<file path="src/rtl/dbg_pkg.sv">
// Shared types and constants for the Mock8080 debug clock controller.
// Mode encoding matches the 2-bit mode output seen by the LCD driver.
package dbg_pkg;

   typedef enum logic [1:0] {
      MODE_HALT  = 2'b00,
      MODE_RUN   = 2'b01,
      MODE_STEP  = 2'b10,
      MODE_BREAK = 2'b11
   } mode_t;

   localparam int unsigned MIN_PERIOD = 2;

endpackage

</file>
<file path="src/rtl/dbg_wrap_counter.sv">
// Up/down counter that wraps between 0 and NUM_REGS-1; simultaneous inc and dec cancel.
// Used as the debug-register selector for the LCD debug view.
module dbg_wrap_counter #(
   parameter int SEL_W    = 4,
   parameter int NUM_REGS = 12
) (
   input  logic             clk,
   input  logic             rst_n,
   input  logic             inc,
   input  logic             dec,
   output logic [SEL_W-1:0] count
);

   localparam logic [SEL_W-1:0] LAST = SEL_W'(NUM_REGS - 1);

   always_ff @(posedge clk or negedge rst_n) begin
      if (!rst_n) begin
         count <= '0;
      end else if (inc && !dec) begin
         count <= (count == LAST) ? '0 : count + SEL_W'(1);
      end else if (dec && !inc) begin
         count <= (count == '0) ? LAST : count - SEL_W'(1);
      end
   end

endmodule

</file>
<file path="src/rtl/dbg_clock_controller.sv">
// Debug clock/step controller: programmable-period CPU tick and clock with run/halt/step modes.
// Optional breakpoint halt enabled by defining DBG_BREAKPOINT_EN.
//
//  state      | meaning
//  MODE_HALT  | cnt held at 0, no ticks, waiting for run_toggle / step_req
//  MODE_RUN   | free-running ticks every period_q cycles
//  MODE_STEP  | one tick after period_q cycles, then HALT (or RUN if toggled meanwhile)
//  MODE_BREAK | breakpoint hit; behaves like HALT, next tick exempt from the compare
module dbg_clock_controller
   import dbg_pkg::*;
#(
   parameter int PERIOD_W       = 29,
   parameter int DEFAULT_PERIOD = 100000000,
   parameter int NUM_REGS       = 12,
   parameter int SEL_W          = 4,
   parameter int ADDR_W         = 8
) (
   input  logic                qzt_clk,
   input  logic                reset_n,
   input  logic                run_toggle,
   input  logic                step_req,
   input  logic [PERIOD_W-1:0] period_in,
   input  logic                reg_next,
   input  logic                reg_prev,
   input  logic [ADDR_W-1:0]   cpu_addr,
   input  logic [ADDR_W-1:0]   bp_addr,
   input  logic                bp_en,
   output logic                cpu_tick,
   output logic                cpu_clk,
   output logic [1:0]          mode,
   output logic [SEL_W-1:0]    reg_sel
);

   localparam logic [PERIOD_W-1:0] DEF_P = PERIOD_W'(DEFAULT_PERIOD);
   localparam logic [PERIOD_W-1:0] MIN_P = PERIOD_W'(MIN_PERIOD);

   mode_t               mode_q, mode_d;
   logic [PERIOD_W-1:0] cnt_q, cnt_d;
   logic [PERIOD_W-1:0] period_q, period_d;
   logic [PERIOD_W-1:0] period_req;
   logic                tick_q, tick_d;
   logic                clk_q, clk_d;
   logic                pend_q, pend_d;
   logic                exempt_q, exempt_d;
   logic                wrap;
   logic                bp_hit;

   assign period_req = (period_in < MIN_P) ? MIN_P : period_in;
   assign wrap       = (cnt_q == period_q - PERIOD_W'(1));

`ifdef DBG_BREAKPOINT_EN
   assign bp_hit = bp_en && (cpu_addr == bp_addr) && !exempt_q;
`else
   logic bp_unused;
   assign bp_hit    = 1'b0;
   assign bp_unused = ^{bp_en, cpu_addr, bp_addr, exempt_q};
`endif

   always_ff @(posedge qzt_clk or negedge reset_n) begin
      if (!reset_n) begin
         mode_q   <= MODE_HALT;
         cnt_q    <= '0;
         period_q <= DEF_P;
         tick_q   <= 1'b0;
         clk_q    <= 1'b0;
         pend_q   <= 1'b0;
         exempt_q <= 1'b0;
      end else begin
         mode_q   <= mode_d;
         cnt_q    <= cnt_d;
         period_q <= period_d;
         tick_q   <= tick_d;
         clk_q    <= clk_d;
         pend_q   <= pend_d;
         exempt_q <= exempt_d;
      end
   end

   always_comb begin
      mode_d   = mode_q;
      cnt_d    = cnt_q;
      period_d = period_q;
      tick_d   = 1'b0;
      pend_d   = pend_q;
      exempt_d = exempt_q;

      unique case (mode_q)
         MODE_HALT, MODE_BREAK: begin
            cnt_d = '0;
            if (run_toggle || step_req) begin
               mode_d   = run_toggle ? MODE_RUN : MODE_STEP;
               period_d = period_req;
               pend_d   = 1'b0;
               if (mode_q == MODE_BREAK) exempt_d = 1'b1;
            end
         end
         MODE_RUN: begin
            if (run_toggle) begin
               mode_d = MODE_HALT;
               cnt_d  = '0;
            end else if (wrap) begin
               cnt_d = '0;
               if (bp_hit) begin
                  mode_d = MODE_BREAK;
               end else begin
                  tick_d   = 1'b1;
                  period_d = period_req;
                  exempt_d = 1'b0;
               end
            end else begin
               cnt_d = cnt_q + PERIOD_W'(1);
            end
         end
         MODE_STEP: begin
            // a toggle seen mid-step is remembered and applied once the step tick goes out
            pend_d = pend_q | run_toggle;
            if (wrap) begin
               cnt_d    = '0;
               tick_d   = 1'b1;
               period_d = period_req;
               exempt_d = 1'b0;
               pend_d   = 1'b0;
               mode_d   = (pend_q || run_toggle) ? MODE_RUN : MODE_HALT;
            end else begin
               cnt_d = cnt_q + PERIOD_W'(1);
            end
         end
         default: ;
      endcase

      clk_d = clk_q;
      if (tick_q) begin
         clk_d = 1'b1;
      end else if (mode_q == MODE_HALT || mode_q == MODE_BREAK || cnt_q == (period_q >> 1)) begin
         clk_d = 1'b0;
      end
   end

   dbg_wrap_counter #(
      .SEL_W    (SEL_W),
      .NUM_REGS (NUM_REGS)
   ) u_reg_sel (
      .clk   (qzt_clk),
      .rst_n (reset_n),
      .inc   (reg_next),
      .dec   (reg_prev),
      .count (reg_sel)
   );

   assign cpu_tick = tick_q;
   assign cpu_clk  = clk_q;
   assign mode     = mode_q;

endmodule
</file>
<file path="config.mk">
export PLATFORM = sky130hd
export DESIGN_NAME = dbg_clock_controller
export DESIGN_NICKNAME = d
export VERILOG_FILES = /design/src/rtl/dbg_pkg.sv /design/src/rtl/dbg_wrap_counter.sv /design/src/rtl/dbg_clock_controller.sv
export SDC_FILE = /design/constraint.sdc
export NUM_CORES = 1
export LEC_CHECK = 0
export CAP_MARGIN = 20
export CORE_ASPECT_RATIO = 1.4
export CORE_UTILIZATION = 40
export CTS_BUF_LIST = sky130_fd_sc_hd__clkbuf_8
export DETAILED_ROUTE_END_ITERATION = 12
export PLACE_DENSITY = 0.61
export SLEW_MARGIN = 40
export SYNTH_ARGS = -nofsm -noshare
export SYNTH_HDL_FRONTEND = slang
export SYNTH_SLANG_ARGS = --single-unit
export TNS_END_PERCENT = 10
</file>
<file path="constraint.sdc">
create_clock -name qzt_clk -period 3 [get_ports qzt_clk]
set_clock_uncertainty 0.15 [all_clocks]
set_input_delay 0.6 -clock qzt_clk [delete_from_list [all_inputs] [get_ports qzt_clk]]
set_output_delay 0.6 -clock qzt_clk [all_outputs]
set_load 0.01 [all_outputs]
</file>
==> flow_metrics.env, run 1 <==
export IMPL_status="finished, violations left"
export IMPL_violations="setup timing"
export IMPL_antenna_found_initial=0
export IMPL_rsz0062_at_grt="true"
export IMPL_cts_buffer_depth=2
export IMPL_fin_util_pct=53.6
export IMPL_ys_seq_area_share_pct=35.7
export IMPL_grt_overflow_total=0
export IMPL_synth_ff_type="sky130_fd_sc_hd__dfrtp_1"
export IMPL_max_clock_freq_mhz=312
export IMPL_std_cell_rows=46
export IMPL_launching_element_type_of_the_critical_path="flip-flop"
export IMPL_grt_first_pass_wirelength_mm=20.8
export IMPL_slew_headroom_pct=66.1
export IMPL_final_hold_viol_count=0
export IMPL_avgRoutedWirePerCell_um=17.1
export IMPL_power_report_internal_total_uw=3300
export IMPL_clock_sinks=67
export IMPL_syn_area_per_cell_um2=9.23
export IMPL_fillCellCount=1054
export IMPL_timing_worst_slew_pin_value_ps=503
export IMPL_first_global_vias=4122
export IMPL_worst_ir_drop_vdd_mv=0.489
export IMPL_p_switching_uw=2110
export IMPL_dpl_cell_area_um2=5780
export IMPL_setup_worst_path_end_class="flip-flop"
export IMPL_synthesis_area_um2=4740
export IMPL_via_per_inst=5.37
export IMPL_cts_tree="yes"
export IMPL_final_cells=759
export IMPL_drtPass1Iterations=6
export IMPL_die_area_um2=12300
export IMPL_clock_root_buffer="sky130_fd_sc_hd__clkbuf_8"
export IMPL_hold_path_class="in2async"
export IMPL_place_detailed_hpwl_mm=10.3
export IMPL_power_density_nw_per_um2=879
export IMPL_drv_max_cap_violation_count=0
export IMPL_report_final_setup_viol=61
export IMPL_power_frac_comb_pct=54.3
export IMPL_post_synth_inst_count=514
export IMPL_drt_antenna_violating_nets=0
export IMPL_critical_path_peak_fanout=28
export IMPL_io_buffers=42
export IMPL_gp_congestion=0.881
export IMPL_sequential_cell_area_um2=1690
export IMPL_layout_cells_most_common_list="sky130_fd_sc_hd__buf_4, sky130_fd_sc_hd__nor2_1, sky130_fd_sc_hd__dfrtp_1"
export IMPL_timing_worst_setup_path_type="reg2reg"
export IMPL_syn_to_final_growth_pct=29.6
export IMPL_n_antenna_cell=0
export IMPL_ys_seq_elements=67
export IMPL_final_cell_area_um2=6140
export IMPL_placed_cells=733
export IMPL_cts_hold_buffers_added=0
export IMPL_finalMaxSlewViolations=0
export IMPL_pin_count=60
export IMPL_combined_area_of_the_multi_input_logic_cells_um2=2910
export IMPL_fin_setup_tns_ps=-7370
export IMPL_track_usage_pct=22.7
export IMPL_clock_latency_ps=370
export IMPL_leakage_uw=0.00248
export IMPL_holdWs_ps=31.4
export IMPL_placeableCoreArea_um2=11500
export IMPL_synth_enable_flop_cells=0
export IMPL_p_sw_share_pct=39.0
export IMPL_cp_arrival_ps=3310
export IMPL_cp_required_ps=3100
export IMPL_final_layout_size_suffix_gt1_share_pct=22.1
export IMPL_cts_made_buffers=9
export IMPL_cts_h_tree_lvls=3
export IMPL_num_nets_final=670
export IMPL_power_frac_clock_pct=17.5
export IMPL_grt_max_degree=36
export IMPL_drt_wl_total_mm=13.0
export IMPL_remaining_drc_errors=0
export IMPL_starting_utilization_of_the_core_area_pct=41.4
export IMPL_share_seq_of_total_power_pct=28.2
export IMPL_finalCritPeriodShare_pct=107
export IMPL_async_set_or_reset_flop_fraction_in_the_synthesized_netlist_pct=100
export IMPL_clkSlewWorstSetupHoldPaths_ps=80
export IMPL_die_w_um=94.0
export IMPL_layout_cells_most_common="sky130_fd_sc_hd__buf_4"
export IMPL_post_route_worst_setup_slack_ps=-210
export IMPL_num_vias=4074
export IMPL_yosysWarnings=0
export IMPL_syn_nets=574
export IMPL_drt_initial_drc_count=125
export IMPL_yosys_cell_types_count=62
export IMPL_post_route_min_period_ps=3210
export IMPL_die_height_um=131
[power by group through the flow]
| stage | combinational, µW | sequential, µW | clock [µW] |
|---|---|---|---|
| final | 2940 | 1520 | 945 |
| after CTS | 2920 | 1530 | 977 |
| after detailed placement | 2860 | 1540 | 0 |
| after global placement | 2800 | 1540 | 0 |
| after floorplan | 1840 | 1490 | 0 |
| after global routing | 3180 | 1560 | 1010 |
[cell type report]
cell class	count	area share (%)
Inverter	11	0.672
Clock buffer	10	2.24
Timing Repair Buffer	120	17.4
Clock inverter	6	1.81
Multi-Input combinational cell	401	47.4
Sequential cell	67	27.5
Tap cell	144	2.93
[state kept, by name (all words and copies together) (netlist names)]
| signal | flops |
|---|---|
| cnt_q | 29 |
| period_q | 29 |
| u_reg_sel.count | 4 |
| mode | 2 |
| cpu_clk | 1 |
| cpu_tick | 1 |
| pend_q | 1 |
[final timing paths]
| check | from | endpoint | slack [ps] | cells past startpoint |
|---|---|---|---|---|
| setup reg to reg | period_q[0] | period_q[10] | -210 | 11 |
| max in group asynchronous | reset_n | cnt_q[6] | 2140 | 2 |
| setup / recovery | period_q[0] | period_q[10] | -210 | 11 |
| hold reg to reg | cpu_tick | cpu_clk | 340 | 1 |
| min in group qzt_clk | cpu_tick | cpu_clk | 340 | 1 |
| hold / removal | reset_n | cnt_q[22] | 30 | 1 |
[synth_stat cells, types with 9 or more instances]
library cell               instances  area share, %
sky130_fd_sc_hd__nand3_1          23            2.4
sky130_fd_sc_hd__xnor2_1          48            8.9
sky130_fd_sc_hd__a21oi_1          10            1.1
sky130_fd_sc_hd__nand4_1          17            2.2
sky130_fd_sc_hd__nand2_1          21            1.7
sky130_fd_sc_hd__dfrtp_1          55             29
sky130_fd_sc_hd__inv_1            11           0.87
sky130_fd_sc_hd__nor4_1           12            1.6
sky130_fd_sc_hd__nor2_1           68            5.4
sky130_fd_sc_hd__mux2_1           19            4.5
sky130_fd_sc_hd__nor3_1           16            1.7
sky130_fd_sc_hd__dfstp_2          12            6.6
sky130_fd_sc_hd__o21ai_0          13            1.4
sky130_fd_sc_hd__nor2b_1           9            1.2
sky130_fd_sc_hd__clkbuf_1         29            2.3
sky130_fd_sc_hd__xor2_1           42            7.8
[critical path, stage by stage (launching register included)]
cell,delay [ps]
sky130_fd_sc_hd__dfrtp_1,390
sky130_fd_sc_hd__inv_1,80
sky130_fd_sc_hd__ha_1,160
sky130_fd_sc_hd__nor3b_4,260
sky130_fd_sc_hd__nand4_1,210
sky130_fd_sc_hd__a2111o_1,410
sky130_fd_sc_hd__a32oi_2,210
sky130_fd_sc_hd__nand4b_1,190
sky130_fd_sc_hd__a2111oi_4,400
sky130_fd_sc_hd__o21ai_2,110
sky130_fd_sc_hd__buf_12,190
sky130_fd_sc_hd__mux2_1,320
[routing by layer]
layer	vias to the layer above	global-route usage, %	part of all wire (%)
li1	1999	-	-
met1	1979	25.1	41
met2	72	42.0	54
met3	24	4.28	2.8
met4	0	9.50	2.8
met5	-	0	0
[stage by stage]
stage | power, µW | worst slack (ps)
2_1_floorplan | 3330 | -56.6
3_3_place_gp | 4350 | -256
3_5_place_dp | 4400 | -331
4_1_cts | 5430 | -218
5_1_grt | 5750 | -368
6_report | 5400 | -210
[what timing repair did]
item                       4_1_cts  5_1_grt
resized for setup                2        4
buffers inserted                 9        1
hold endpoints to repair         0        0
setup endpoints to repair       62       62
pin swaps                        6        1
[cell families after synthesis]
kind of cell	Yosys count	synth area share, %
simple gates	215	24.8
xor+xnor	90	16.6
flops	67	35.7
compound gates	54	8.13
buf+inv	46	4.06
mux	34	8.58
fa+ha+maj	8	2.11
Note: power is estimated with default switching activity, not from simulation.
==> run 2: changes to the inputs <==
SKIP_LAST_GASP = 1   (was not set)
==> flow_metrics.env, run 2 (same netlist as run 1, synthesis figures left out) <==
export IMPL_status="finished, violations left"
export IMPL_violations="setup timing"
export IMPL_max_clock_freq_mhz=311
export IMPL_die_area_um2=12300
export IMPL_timing_worst_setup_path_type="reg2reg"
export IMPL_first_global_vias=4124
export IMPL_track_usage_pct=22.7
export IMPL_num_nets_final=675
export IMPL_setup_worst_path_end_class="flip-flop"
export IMPL_clock_root_buffer="sky130_fd_sc_hd__clkbuf_8"
export IMPL_power_density_nw_per_um2=882
export IMPL_layout_cells_most_common="sky130_fd_sc_hd__buf_4"
export IMPL_hold_path_class="in2async"
export IMPL_n_antenna_cell=0
export IMPL_timing_worst_slew_pin_value_ps=504
export IMPL_fillCellCount=1020
export IMPL_syn_to_final_growth_pct=33.5
export IMPL_rsz0062_at_grt="true"
export IMPL_clock_sinks=67
export IMPL_launching_element_type_of_the_critical_path="flip-flop"
export IMPL_cts_tree="yes"
export IMPL_grt_first_pass_wirelength_mm=20.8
export IMPL_final_hold_viol_count=0
export IMPL_cts_hold_buffers_added=0
export IMPL_die_height_um=131
export IMPL_fin_util_pct=55.3
export IMPL_cts_h_tree_lvls=3
export IMPL_post_route_min_period_ps=3220
export IMPL_path_depth=12
export IMPL_cts_made_buffers=9
export IMPL_slew_headroom_pct=66.1
export IMPL_layout_cells_most_common_list="sky130_fd_sc_hd__buf_4, sky130_fd_sc_hd__nor2_1, sky130_fd_sc_hd__dfrtp_1"
export IMPL_series_of_cell_instances_along_the_critical_path="inv_2, ha_4, nor3b_4, nand4_1, buf_4, o31ai_1, nand4_1, nand4bb_1, a2111oi_4, o21ai_2, buf_12, mux2_1"
export IMPL_pin_count=60
export IMPL_placeableCoreArea_um2=11500
export IMPL_io_buffers=42
export IMPL_num_vias=4136
export IMPL_critical_path_slowest_cell="sky130_fd_sc_hd__dfrtp_1"
export IMPL_critical_path_peak_fanout=28
export IMPL_dpl_cell_area_um2=5780
export IMPL_cp_arrival_ps=3320
export IMPL_via_per_inst=5.41
export IMPL_drt_antenna_violating_nets=0
export IMPL_biggestRegsByFlops="cnt_q (29), period_q (29), u_reg_sel.count (4)"
export IMPL_fin_setup_tns_ps=-5730
export IMPL_drt_initial_drc_count=137
export IMPL_std_cell_rows=46
export IMPL_gp_congestion=0.881
export IMPL_drv_max_cap_violation_count=0
export IMPL_place_detailed_hpwl_mm=10.3
export IMPL_clkSlewWorstSetupHoldPaths_ps=80
export IMPL_antenna_found_initial=0
export IMPL_cts_buffer_depth=2
export IMPL_worst_ir_drop_vdd_mv=0.489
export IMPL_drtPass1Iterations=5
export IMPL_cell_repeated_most_along_the_worst_path="sky130_fd_sc_hd__nand4_1"
export IMPL_remaining_drc_errors=0
export IMPL_avgRoutedWirePerCell_um=17.5
export IMPL_finalMaxSlewViolations=0
export IMPL_grt_overflow_total=0
export IMPL_worst_path_buf_inv=3
export IMPL_post_route_worst_setup_slack_ps=-218
export IMPL_worst_reg_to_reg_path_cell_count=12
export IMPL_leakage_uw=0.00254
export IMPL_worst_path_dominant_cell_family="simple AND/OR/NAND/NOR gates"
export IMPL_starting_utilization_of_the_core_area_pct=41.4
export IMPL_cp_required_ps=3100
export IMPL_timing_critical_path_slowest_cell_delay_ps=410
export IMPL_final_cell_area_um2=6330
export IMPL_grt_max_degree=36
export IMPL_report_final_setup_viol=45
export IMPL_finalCritPeriodShare_pct=107
export IMPL_final_layout_size_suffix_gt1_share_pct=24.2
export IMPL_drt_wl_total_mm=13.3
export IMPL_die_w_um=94.0
export IMPL_clock_latency_ps=370
[run 2: cell types whose count changed in the layout (fill, tap and decap cells not counted), sizes merged]
cell / change
clkbuf: +2
buf: +3
[run 2: stage by stage]
step / total power, µW / setup slack (ps) / hold slack [ps] / instances
after floorplan: 3330 / -56.6 / 154 / 514
after global placement: 4350 / -256 / 317 / 733
after detailed placement: 4400 / -331 / 328 / 733
after CTS: 5420 / -218 / 184 / 758
after global routing: 5930 / -392 / 45.0 / 764
final: 5590 / -218 / 29.3 / 764
[run 2: routing by layer]
metal | vias to the layer above | wire, µm | global-route usage [%]
li1 | 2009 | - | -
met1 | 2009 | 5450 | 25.2
met2 | 91 | 7120 | 42.0
met3 | 27 | 341 | 4.28
met4 | 0 | 441 | 9.50
met5 | - | 0 | 0
[run 2: worst paths after layout]
| kind | startpoint | to | slack, ps |
|---|---|---|---|
| worst max-delay path | period_q[1] | period_q[10] | -220 |
| worst min-delay path | reset_n | cnt_q[22] | 30 |
| worst max register to register | period_q[1] | period_q[10] | -220 |
| worst min register to register | cpu_tick | cpu_clk | 340 |
| max in group asynchronous | reset_n | cnt_q[6] | 2140 |
| min in group qzt_clk | cpu_tick | cpu_clk | 340 |
[run 2: area by class of cell]
cell class                      count  area (µm²)  area share [%]
Clock inverter                      6         111            1.76
Multi-Input combinational cell    401        3020            47.6
Timing Repair Buffer              125        1150            18.2
Sequential cell                    67        1690            26.7
Tap cell                          144         180            2.85
Inverter                           11        41.3           0.652
Clock buffer                       10         138            2.17
[run 2: power breakdown]
part	total, µW	switching [µW]	leakage [µW]	internal, µW
Sequential	1530	303	0.000844	1230
Clock	948	372	0.000123	576
Combinational	3110	1520	0.00157	1590
[run 2: what timing repair did]
item / in CTS / in global routing
endpoints found under the setup margin: 62 / 62
cloned: 0 / 2
pin swaps: 6 / 7
resized for setup: 1 / 27
setup buffers: 9 / 5
==> run 3: changes to the inputs <==
CAP_MARGIN = not set   (was 20)
CORE_ASPECT_RATIO = 1.25   (was 1.4)
DONT_BUFFER_PORTS = 1   (was not set)
PLACE_DENSITY = 0.54   (was 0.61)
==> flow_metrics.env, run 3 (same netlist as run 1, synthesis figures left out) <==
export IMPL_status="finished, violations left"
export IMPL_violations="setup timing"
export IMPL_clock_root_buffer="sky130_fd_sc_hd__clkbuf_8"
export IMPL_cts_made_buffers=9
export IMPL_clock_sinks=67
export IMPL_max_clock_freq_mhz=305
export IMPL_avgRoutedWirePerCell_um=17.7
export IMPL_clkSlewWorstSetupHoldPaths_ps=70
export IMPL_layout_cells_most_common="sky130_fd_sc_hd__buf_4"
export IMPL_grt_first_pass_wirelength_mm=20.5
export IMPL_io_buffers=0
export IMPL_std_cell_rows=44
export IMPL_cts_buffer_depth=2
export IMPL_final_hold_viol_count=0
export IMPL_starting_utilization_of_the_core_area_pct=41.0
export IMPL_die_area_um2=12300
export IMPL_pin_count=60
export IMPL_num_vias=3959
export IMPL_timing_worst_slew_pin_value_ps=506
export IMPL_setup_worst_path_end_class="flip-flop"
export IMPL_cts_tree="yes"
export IMPL_layout_cells_most_common_list="sky130_fd_sc_hd__buf_4, sky130_fd_sc_hd__nor2_1, sky130_fd_sc_hd__dfrtp_1"
export IMPL_launching_element_type_of_the_critical_path="flip-flop"
export IMPL_drt_initial_drc_count=150
export IMPL_grt_max_degree=68
export IMPL_post_route_worst_setup_slack_ps=-274
export IMPL_syn_to_final_growth_pct=23.9
export IMPL_final_layout_size_suffix_gt1_share_pct=25.5
export IMPL_die_w_um=99.4
export IMPL_dp_worst_setup_slack_ps=-344
export IMPL_antenna_found_initial=0
export IMPL_finalCritPeriodShare_pct=109
export IMPL_finalMaxSlewViolations=0
export IMPL_fin_util_pct=50.8
export IMPL_drv_max_cap_violation_count=0
export IMPL_fin_setup_tns_ps=-8240
export IMPL_critical_path_peak_fanout=2
export IMPL_first_global_vias=3996
export IMPL_design_power_total_uw=5480
export IMPL_cp_arrival_ps=3390
export IMPL_drtPass1Iterations=4
export IMPL_worst_ir_drop_vdd_mv=0.405
export IMPL_slew_headroom_pct=66.0
export IMPL_placeableCoreArea_um2=11600
export IMPL_rsz0062_at_grt="true"
export IMPL_hold_path_class="in2reg"
export IMPL_power_density_nw_per_um2=933
export IMPL_holdWs_ps=226
export IMPL_via_per_inst=5.45
export IMPL_biggestRegsByFlops="cnt_q (29), period_q (29), u_reg_sel.count (4)"
export IMPL_drt_wl_total_mm=12.9
export IMPL_n_antenna_cell=0
export IMPL_drt_antenna_violating_nets=0
export IMPL_num_nets_final=643
export IMPL_gp_congestion=0.948
export IMPL_cp_required_ps=3120
export IMPL_remaining_drc_errors=0
export IMPL_track_usage_pct=22.1
export IMPL_die_height_um=124
export IMPL_clock_latency_ps=350
export IMPL_grt_overflow_total=0
export IMPL_place_detailed_hpwl_mm=9.59
export IMPL_cts_h_tree_lvls=3
export IMPL_post_route_min_period_ps=3270
export IMPL_timing_worst_setup_path_type="reg2reg"
export IMPL_report_final_setup_viol=62
export IMPL_leakage_uw=0.00240
==> run 3: cell types whose count changed in the layout (fill, tap and decap cells not counted), sizes merged <==
| cell | delta |
|---|---|
| clkdlybuf4s50 | -41 |
| buf | +9 |
| bufinv | -2 |
| clkbuf | +2 |
| clkinv | -1 |
| clkinvlp | -1 |
| dlygate4sd3 | +1 |
| inv | +1 |
==> run 3: path summary, 6_finish.rpt <==
| check | startpoint | end | slack, ps | cells after the start |
|---|---|---|---|---|
| worst max-delay path | period_q[0] | period_q[0] | -270 | 22 |
| worst min-delay path | period_in[9] | period_q[9] | 230 | 1 |
| worst max register to register | period_q[0] | period_q[0] | -270 | 22 |
| worst min register to register | pend_q | pend_q | 410 | 2 |
| max in group asynchronous | reset_n | period_q[26] | 1720 | 2 |
| min in group asynchronous | reset_n | mode[1] | 610 | 2 |
==> run 3: routing by layer <==
metal  part of all wire [%]  track usage, %  vias to the layer above
li1                       -               -                     1937
met1                     43            26.9                     1934
met2                     52            39.3                       72
met3                    3.0            3.54                       16
met4                    2.0            8.36                        0
met5                      0               0                        -
==> run 3: metrics by stage <==
step / instance area (µm²) / std cells
after floorplan: 4780 / 514
after global placement: 5290 / 678
after detailed placement: 5290 / 678
after CTS: 5820 / 726
after global routing: 5870 / 726
final: 5870 / 726
==> run 3: critical path, stage by stage, from the launching register on <==
cell	delay, ps
sky130_fd_sc_hd__dfrtp_1	390
sky130_fd_sc_hd__inv_2	80
sky130_fd_sc_hd__buf_6	110
sky130_fd_sc_hd__buf_4	120
sky130_fd_sc_hd__buf_4	120
sky130_fd_sc_hd__buf_4	120
sky130_fd_sc_hd__buf_4	120
sky130_fd_sc_hd__buf_4	120
sky130_fd_sc_hd__buf_4	120
sky130_fd_sc_hd__buf_4	130
sky130_fd_sc_hd__buf_4	120
sky130_fd_sc_hd__buf_4	120
sky130_fd_sc_hd__buf_4	120
sky130_fd_sc_hd__buf_4	120
sky130_fd_sc_hd__buf_4	120
sky130_fd_sc_hd__buf_4	120
sky130_fd_sc_hd__buf_4	120
sky130_fd_sc_hd__buf_4	120
sky130_fd_sc_hd__buf_4	120
sky130_fd_sc_hd__buf_4	120
sky130_fd_sc_hd__buf_4	120
sky130_fd_sc_hd__buf_4	120
sky130_fd_sc_hd__mux2i_1	160
==> run 3: final cells by class <==
cell class	instances	area, µm²
fillers	1084	5690
multi-input cells	401	2950
flip-flops and latches	67	1690
repair buffers	93	807
clock buffers	13	179
well taps	138	173
inverters	11	41.3
clock inverters	3	37.5
==> run 3: where the power goes <==
group / switching, µW / leakage, µW / internal (µW)
Combinational: 1470 / 0.00144 / 1650
Sequential: 321 / 0.000844 / 1220
Clock: 343 / 0.000118 / 469
Total: 2140 / 0.00240 / 3350
==> run 3: timing repair <==
item / in CTS / in global routing
pin swaps: 3 / 2
setup buffers: 30 / 0
gates resized for setup: 10 / 5
setup endpoints to repair: 52 / 62
endpoints found under the hold margin: 67 / 0
hold buffers: 2 / 0
cloned: 0 / 1
